===== src/rtl/apuf_challenge_driver.sv =====
// Challenge/trigger sequencer for a 64-stage arbiter PUF; emits challenge/response pairs on valid/ready.
// Optional build macro APUF_MAJORITY_VOTE_EN: each challenge is evaluated NVOTE times and the majority is reported.
module apuf_challenge_driver #(
  parameter int CW          = 64,
  parameter int SETTLE_CYC  = 4,
  parameter int RELAX_CYC   = 4,
  parameter int TIMEOUT_CYC = 1024,
  parameter int CNT_W       = 16
`ifdef APUF_MAJORITY_VOTE_EN
  ,
  parameter int NVOTE       = 5
`endif
) (
  input  logic             clk,
  input  logic             rstN,
  input  logic             start,
  input  logic [CNT_W-1:0] numCrp,
  input  logic             seedLoad,
  input  logic [CW-1:0]    seed,
  output logic [CW-1:0]    c,
  output logic             tigSignal,
  input  logic             respReady,
  input  logic             respBit,
  output logic             crpValid,
  input  logic             crpReady,
  output logic [CW-1:0]    crpChal,
  output logic             crpResp,
  output logic             crpTimeout,
  output logic             busy,
  output logic             done
);
  localparam int TW = 16;
  // Galois taps for x^64+x^63+x^61+x^60+1, right-shifting form
  localparam logic [CW-1:0] TAPS = CW'(64'hD800_0000_0000_0000);

  typedef enum logic [2:0] {IDLE, SETTLE, WAIT, OUT, RELAX} state_t;

  state_t           state, state_next;
  logic [CW-1:0]    lfsr, lfsr_next, lfsr_adv, c_next, chal_next;
  logic [CNT_W-1:0] remaining, remaining_next;
  logic [TW-1:0]    cnt, cnt_next;
  logic             last_crp, last_next;
  logic             tig_next, valid_next, resp_next, timeout_next, busy_next;
  logic             resolve;
`ifdef APUF_MAJORITY_VOTE_EN
  logic [7:0]       vote_idx, vote_idx_next, ones, ones_next, touts, touts_next;
  logic [7:0]       ones_sum, touts_sum;

  assign ones_sum  = ones + 8'(respReady & respBit);
  assign touts_sum = touts + 8'(!respReady);
`endif

  assign lfsr_adv = {1'b0, lfsr[CW-1:1]} ^ (lfsr[0] ? TAPS : '0);
  assign resolve  = respReady || (cnt == TW'(TIMEOUT_CYC - 1));
  assign done     = (state == OUT) && crpReady && (remaining == CNT_W'(1));

  always_comb begin
    state_next     = state;
    lfsr_next      = lfsr;
    remaining_next = remaining;
    cnt_next       = cnt;
    last_next      = last_crp;
    c_next         = c;
    tig_next       = tigSignal;
    valid_next     = crpValid;
    chal_next      = crpChal;
    resp_next      = crpResp;
    timeout_next   = crpTimeout;
    busy_next      = busy;
`ifdef APUF_MAJORITY_VOTE_EN
    vote_idx_next  = vote_idx;
    ones_next      = ones;
    touts_next     = touts;
`endif
    case (state)
      IDLE: begin
        if (seedLoad) begin
          lfsr_next = (seed == '0) ? CW'(1) : seed;
        end else if (start) begin
          remaining_next = (numCrp == '0) ? CNT_W'(1) : numCrp;
          c_next         = lfsr;
          busy_next      = 1'b1;
          cnt_next       = '0;
          state_next     = SETTLE;
        end
      end
      SETTLE: begin
        if (cnt == TW'(SETTLE_CYC - 1)) begin
          cnt_next   = '0;
          tig_next   = 1'b1;
          state_next = WAIT;
        end else begin
          cnt_next = cnt + TW'(1);
        end
      end
      WAIT: begin
        if (resolve) begin
          tig_next = 1'b0;
          cnt_next = '0;
`ifdef APUF_MAJORITY_VOTE_EN
          if (vote_idx == 8'(NVOTE - 1)) begin
            valid_next    = 1'b1;
            chal_next     = c;
            resp_next     = (ones_sum > 8'(NVOTE / 2));
            timeout_next  = (touts_sum == 8'(NVOTE));
            vote_idx_next = '0;
            ones_next     = '0;
            touts_next    = '0;
            state_next    = OUT;
          end else begin
            vote_idx_next = vote_idx + 8'd1;
            ones_next     = ones_sum;
            touts_next    = touts_sum;
            state_next    = RELAX;
          end
`else
          valid_next   = 1'b1;
          chal_next    = c;
          resp_next    = respReady & respBit;
          timeout_next = !respReady;
          state_next   = OUT;
`endif
        end else begin
          cnt_next = cnt + TW'(1);
        end
      end
      OUT: begin
        if (crpReady) begin
          valid_next     = 1'b0;
          lfsr_next      = lfsr_adv;
          remaining_next = remaining - CNT_W'(1);
          last_next      = (remaining == CNT_W'(1));
          cnt_next       = '0;
          state_next     = RELAX;
        end
      end
      RELAX: begin
        if (cnt != TW'(RELAX_CYC - 1)) begin
          cnt_next = cnt + TW'(1);
        end else if (!respReady) begin
          cnt_next = '0;
          if (last_crp) begin
            busy_next  = 1'b0;
            last_next  = 1'b0;
            state_next = IDLE;
          end else begin
`ifdef APUF_MAJORITY_VOTE_EN
            // mid-vote repeats keep the same challenge
            if (vote_idx == 8'd0) c_next = lfsr;
`else
            c_next = lfsr;
`endif
            state_next = SETTLE;
          end
        end
      end
      default: state_next = IDLE;
    endcase
  end

  always_ff @(posedge clk or negedge rstN) begin
    if (!rstN) begin
      state      <= IDLE;
      lfsr       <= CW'(1);
      remaining  <= '0;
      cnt        <= '0;
      last_crp   <= 1'b0;
      c          <= '0;
      tigSignal  <= 1'b0;
      crpValid   <= 1'b0;
      crpChal    <= '0;
      crpResp    <= 1'b0;
      crpTimeout <= 1'b0;
      busy       <= 1'b0;
`ifdef APUF_MAJORITY_VOTE_EN
      vote_idx   <= '0;
      ones       <= '0;
      touts      <= '0;
`endif
    end else begin
      state      <= state_next;
      lfsr       <= lfsr_next;
      remaining  <= remaining_next;
      cnt        <= cnt_next;
      last_crp   <= last_next;
      c          <= c_next;
      tigSignal  <= tig_next;
      crpValid   <= valid_next;
      crpChal    <= chal_next;
      crpResp    <= resp_next;
      crpTimeout <= timeout_next;
      busy       <= busy_next;
`ifdef APUF_MAJORITY_VOTE_EN
      vote_idx   <= vote_idx_next;
      ones       <= ones_next;
      touts      <= touts_next;
`endif
    end
  end

endmodule


===== config.mk =====
export PLATFORM = sky130hd
export DESIGN_NAME = apuf_challenge_driver
export DESIGN_NICKNAME = d
export VERILOG_FILES = /design/src/rtl/apuf_challenge_driver.sv
export SDC_FILE = /design/constraint.sdc
export NUM_CORES = 1
export LEC_CHECK = 0
export CORE_MARGIN = 2
export CORE_UTILIZATION = 40
export CTS_CLUSTER_SIZE = 28
export DETAILED_ROUTE_END_ITERATION = 8
export GPL_ROUTABILITY_DRIVEN = 0
export PLACE_DENSITY_LB_ADDON = 0.08
export SYNTH_ARGS = -nofsm -noshare
export SYNTH_HDL_FRONTEND = slang
export SYNTH_SLANG_ARGS = --single-unit

===== constraint.sdc =====
create_clock -name clk -period 6.9 [get_ports clk]
set_input_delay 1.38 -clock clk [delete_from_list [all_inputs] [get_ports clk]]
set_output_delay 1.38 -clock clk [all_outputs]
set_load 0.01 [all_outputs]

==> metrics.csv, run 1 <==
metric,value,unit
RSZ-0062 raised after global routing,no,
post-route cell area,13700,sq um
warnings from Yosys,0,
DR WL/cell,17.5,um
Max-Cap Viols,0,
GRT overflow,0,
Die Span X,165,um
via count,7960,
CP Capture Type,output port,
Post CTS Setup Buffer Count,0,
Leak Pwr,5.56,nW
#FFs+latches synth,233,
DRT iter0 DRCs,507,
clock skew,0.0100,ns
Max Clock Freq,0.201,GHz
post-synthesis sequential area ratio,56.5,%
most numerous cell in the Yosys netlist,dfrtp_1,
Crit-path slowest cell,buf_4,
worst min-delay path class,reg2reg,
hold buffer count at CTS,0,
cell area after synthesis,10300,sq um
"Clk pin slew, worst setup/hold paths",0.05,ns
area delta synth->final,32.2,%
Die H,165,um
Commonest cells post-synth,"dfrtp_1, nand2_1, mux2_2, nor2_1, a31oi_1",
Slew HR,27.1,%
share of cells above drive strength 1,15.5,%
Clock Path Buffers,3,
number of synthesized flops with an enable pin,0,
"slowest stage delay, CP",0.66,ns
Tcrit/Tclk final,72.0,%
status,finished clean,
total negative slack,0,ns
worst endpoint data arrival time,3.59,ns
post-synth top area share,56.2,%
Startpoint Class,flop,
largest net degree at the start of global routing,131,
worst hold path cell count,1,
top_reg_cell synth,dfrtp_1,
crit path cell chain,"nor2b_1, and2_2, buf_4, nand2_1, nor4_1, clkdlybuf4s50_1",
ys async rst share,100,%
critical-path maximum fanout,75,
"Avg Cell Area, Syn",10.7,sq um
Detailed Route WL,26.4,mm
Synth area leader,dfrtp_1,
# port buffers,220,
vias per cell,5.28,
initial core utilization,40.9,%
GRT Total Usage,19.5,%
worst skew pair latency,0.53,ns
root buf cell,clkbuf_16,
crit path buf inv count,2,
Filler Cell Count,2271,
Cell variety after synth,57,
Worst Tran Pin Value,1.09,ns
Post-route DRC,0,
Area contributors post-synth,"dfrtp_1, mux2_2, nand2_1, a31oi_1, nor2_1",
final std cells w/o fill,1507,
endpoints failing hold,0,
CP Depth,6,
Detailed Place HPWL,17.4,mm
R2R depth,5,
DR pass1 iterations,4,
Worst EP required,5.52,ns
final setup fails,0,
CP Class,reg2out,
kind of cell adding the most delay to the critical path,buffers and inverters,
initial antenna violation count,2,
Seq. cell area,5830,sq um
Tmin final,4.97,ns
syn_nets,1053,
H-tree levels,1,
fin. max-slew vios,0,
nets,1244,
Core Region,25300,sq um
placed inst area,12700,sq um
PD cells,460,nW/um^2
vias in the first global route,7889,
row cnt,58,
TritonCTS buffer count,26,
WHS,0.481,ns
# IOs,221,
CTS tree,built,
Final ANT Viol Nets,0,
Cell Count Post-Placement,1456,
post-CTS resize count,0,
area of the multi-input gates,4210,sq um
Syn Inst Count,963,
Die ar.,27100,sq um
Max VDD drop,255,uV
first-pass GRT wire length,42.4,mm
CTS sink cnt,233,
-- path summary, 6_finish.rpt --
path	start	to	slack (ns)
min in group asynchronous	rstN	cnt[13]	0.85
hold reg to reg	crpValid	crpValid	0.48
hold / removal	crpValid	crpValid	0.48
max in group asynchronous	rstN	lfsr[44]	4.87
setup reg to reg	cnt[8]	crpChal[46]	3.85
setup / recovery	state[0]	done	1.93
-- layout make-up --
cell class	count	share of cell area, %
tap	330	3.02
multi-input combinational	662	30.8
clock inverter	14	1.33
sequential	233	42.7
antenna	3	0.0550
timing repair buffer	227	16.6
inverter	4	0.110
clock buffer	34	5.35
-- stage by stage --
stage          total power (W)  utilization (%)  worst slack [ns]
6_report               0.00628             54.1              1.93
5_1_grt                0.00670             54.0              1.67
4_1_cts                0.00636             54.0              1.89
3_5_place_dp           0.00487             50.4              2.43
3_3_place_gp           0.00483             50.4              2.56
2_1_floorplan          0.00366                -              3.61
-- kinds of logic (layout without fill, tap and decap cells) --
| family | after synthesis | in the layout | synth area share, % |
|---|---|---|---|
| AND/OR/NAND/NOR | 354 | 354 | 15.3 |
| flip-flops | 233 | 233 | 56.5 |
| AO/OA/AOI/OAI | 173 | 173 | 10.5 |
| multiplexers | 129 | 129 | 14.1 |
| buffers and inverters | 68 | 279 | 3.08 |
| adder cells (fa/ha/maj) | 3 | 3 | 0.363 |
| XOR/XNOR | 3 | 3 | 0.254 |
| other | 0 | 3 | 0 |
-- cells in the final DEF, fill, tap and decap left out, types with 6 or more instances in the layout --
| cell | count |
|---|---|
| a21oi_1 | 23 |
| a31oi_1 | 62 |
| buf_4 | 6 |
| clkbuf_16 | 26 |
| clkdlybuf4s50_1 | 219 |
| clkinv_2 | 9 |
| dfrtp_1 | 232 |
| mux2_1 | 12 |
| mux2_2 | 116 |
| nand2_1 | 167 |
| nand3_1 | 7 |
| nand4_1 | 8 |
| nor2_1 | 92 |
| nor3_1 | 15 |
| nor4_1 | 28 |
| o211ai_1 | 10 |
| o21ai_0 | 38 |
| o2bb2ai_1 | 7 |
-- power by group --
group          switching [W]  internal, W
Sequential          0.000500      0.00201
Clock               0.000563     0.000895
Combinational        0.00101      0.00130
Total                0.00207      0.00420
-- worst register-to-register path: stages (launching register included) --
cell and delay [ns]:
dfrtp_1 0.44, nor4bb_1 0.47, a41oi_1 0.25, nor2_4 0.67, buf_4 0.65, mux2_2 0.44
-- registers in the layout, indices dropped and copies added, names as in the netlist --
| signal | flops |
|---|---|
| c | 64 |
| crpChal | 64 |
| lfsr | 64 |
| cnt | 16 |
| remaining | 16 |
| state | 3 |
| busy | 1 |
| crpResp | 1 |
| crpTimeout | 1 |
| crpValid | 1 |
| last_crp | 1 |
| tigSignal | 1 |
-- metal layers --
layer,up-vias,track usage [%],wire [um]
met5,-,0,0
met4,0,3.60,306
met3,24,4.52,1750
met2,195,29.7,11800
met1,3927,28.9,12500
li1,3814,-,-
No activity file was read; power rests on OpenSTA's default activity.
==> run 2, diff against run 1 <==
- clock period: 6.9 -> 4.5 ns (I/O delays scaled with it)
==> run 2 against run 1 <==
Against the previous run:
- global-route usage rose by 0.16 points
- die area did not move
- sequential power rose by 53%
- total power rose by 54%
- flip-flop and latch count did not move
- first-iteration DRC count rose by 12%
- worst setup slack got worse by 1.1 ns
- critical path type unchanged
- largest cell class unchanged
- highest routed layer unchanged
==> metrics.csv, run 2 (same netlist as run 1, synthesis figures left out) <==
metric,value,unit,change
"slowest stage delay, CP",0.62,ns,-0.04 ns
initial antenna violation count,0,,-2
GRT Total Usage,19.7,%,+0.16 points
DR WL/cell,17.7,um,+0.87%
Core Region,25300,sq um,unchanged
H-tree levels,1,,unchanged
endpoints failing hold,0,,unchanged
row cnt,58,,unchanged
Detailed Place HPWL,17.9,mm,+3.2%
Worst EP required,3.60,ns,-1.92 ns
via count,7905,,-0.69%
# port buffers,220,,unchanged
Tmin final,3.69,ns,
RSZ-0062 raised after global routing,no,,
Die ar.,27100,sq um,unchanged
Leak Pwr,5.59,nW,+0.58%
hold buffer count at CTS,0,,unchanged
kind of cell adding the most delay to the critical path,simple AND/OR/NAND/NOR gates,,
PD cells,704,nW/um^2,+53%
TritonCTS buffer count,26,,unchanged
first-pass GRT wire length,42.6,mm,+0.50%
worst endpoint data arrival time,2.79,ns,-0.80 ns
DRT iter0 DRCs,566,,+12%
Post-route DRC,0,,unchanged
Worst Tran Pin Value,1.05,ns,-0.0477 ns
crit path cell chain,"nor2b_1, and2_2, nand2_1, nor4_1, clkdlybuf4s50_1",,
"commonest non-fill, non-tap cell in the layout",dfrtp_1,,
"commonest non-fill, non-tap cells in the layout","dfrtp_1, clkdlybuf4s50_1, nand2_1",,
final std cells w/o fill,1509,,+0.13%
initial core utilization,40.9,%,unchanged
Antenna diodes,0,,-3
status,finished clean,,
Final ANT Viol Nets,0,,unchanged
total negative slack,0,ns,unchanged
Cell Count Post-Placement,1462,,+0.41%
vias per cell,5.24,,-0.82%
fin. max-slew vios,0,,unchanged
largest net degree at the start of global routing,110,,-16%
Post CTS Setup Buffer Count,0,,unchanged
DR pass1 iterations,5,,+1
Startpoint Class,flop,,
Max-Cap Viols,0,,unchanged
Crit-path slowest cell,clkdlybuf4s50_1,,
CP Class,reg2out,,
Max Clock Freq,0.271,GHz,
Die Span X,165,um,unchanged
Filler Cell Count,2256,,-0.66%
CP Capture Type,output port,,
final setup fails,0,,unchanged
vias in the first global route,7861,,-0.35%
Die H,165,um,unchanged
root buf cell,clkbuf_16,,
Detailed Route WL,26.6,mm,+1.0%
Max VDD drop,409,uV,+60%
crit path buf inv count,1,,-1
clock skew,0.00729,ns,-0.00271 ns
Clock Path Buffers,3,,unchanged
GRT overflow,0,,unchanged
post-CTS resize count,0,,unchanged
Tcrit/Tclk final,82.0,%,
"Clk pin slew, worst setup/hold paths",0.06,ns,about the same
CTS tree,built,,
CTS sink cnt,233,,unchanged
share of cells above drive strength 1,15.9,%,+0.36 points
Slew HR,30.3,%,+3.2 points
Top Registers,"c (64), crpChal (64), lfsr (64)",,
worst skew pair latency,0.52,ns,about the same
total power,0.00965,W,+54%
critical-path maximum fanout,13,,-83%
# IOs,221,,unchanged
worst min-delay path class,in2async,,
nets,1250,,+0.48%
area delta synth->final,32.8,%,
run 2: cell count changes in the layout (fill, tap and decap cells not counted), sizes merged:
cell,previous run,this run
clkinv,10,8
clkbuf,34,36
diode,3,0
bufinv,4,3
buf,8,14
run 2: through the flow:
step | hold WS, ns | cell area, sq um | setup slack [ns] | util (%)
3_3_place_gp | 0.459 | 12800 | 1.13 | 50.7
2_1_floorplan | 0.442 | 10300 | 2.08 | -
3_5_place_dp | 0.471 | 12800 | 1.11 | 50.7
6_report | 0.435 | 13700 | 0.812 | 54.3
4_1_cts | 0.463 | 13700 | 0.780 | 54.3
5_1_grt | 0.504 | 13700 | 0.585 | 54.3
run 2: final cells by class:
type                       count  area, sq um  share of cell area, %
timing repair buffer         233         2340                   17.1
sequential                   233         5830                   42.5
multi-input combinational    662         4210                   30.7
tap                          330          413                   3.01
clock inverter                11          134                  0.976
inverter                       4         15.0                  0.110
clock buffer                  36          769                   5.61
run 2: power by group:
| part | total (W) | switching [W] | internal [W] | leakage [nW] |
|---|---|---|---|---|
| clock network | 0.00222 | 0.000860 | 0.00136 | 0.453 |
| logic | 0.00359 | 0.00157 | 0.00202 | 2.41 |
| registers | 0.00384 | 0.000760 | 0.00308 | 2.72 |
| total | 0.00965 | 0.00319 | 0.00646 | 5.59 |
run 2: routing by layer:
layer	routed length, um	global-route usage [%]	up-vias	part of all wire, %
met1	12500	28.1	3857	47
met5	0	0	-	0
met2	12100	31.0	199	45
met3	1630	4.42	34	6.1
li1	-	-	3815	-
met4	468	3.99	0	1.8
run 2: final timing paths:
kind	startpoint	end	slack, ns	depth (start not counted)
max in group asynchronous	rstN	lfsr[54]	3.09	2
min in group clk	remaining[6]	remaining[6]	0.49	2
min	rstN	cnt[14]	0.44	1
max reg2reg	cnt[0]	c[42]	1.97	7
min reg2reg	remaining[6]	remaining[6]	0.49	2
max	state[0]	done	0.81	5
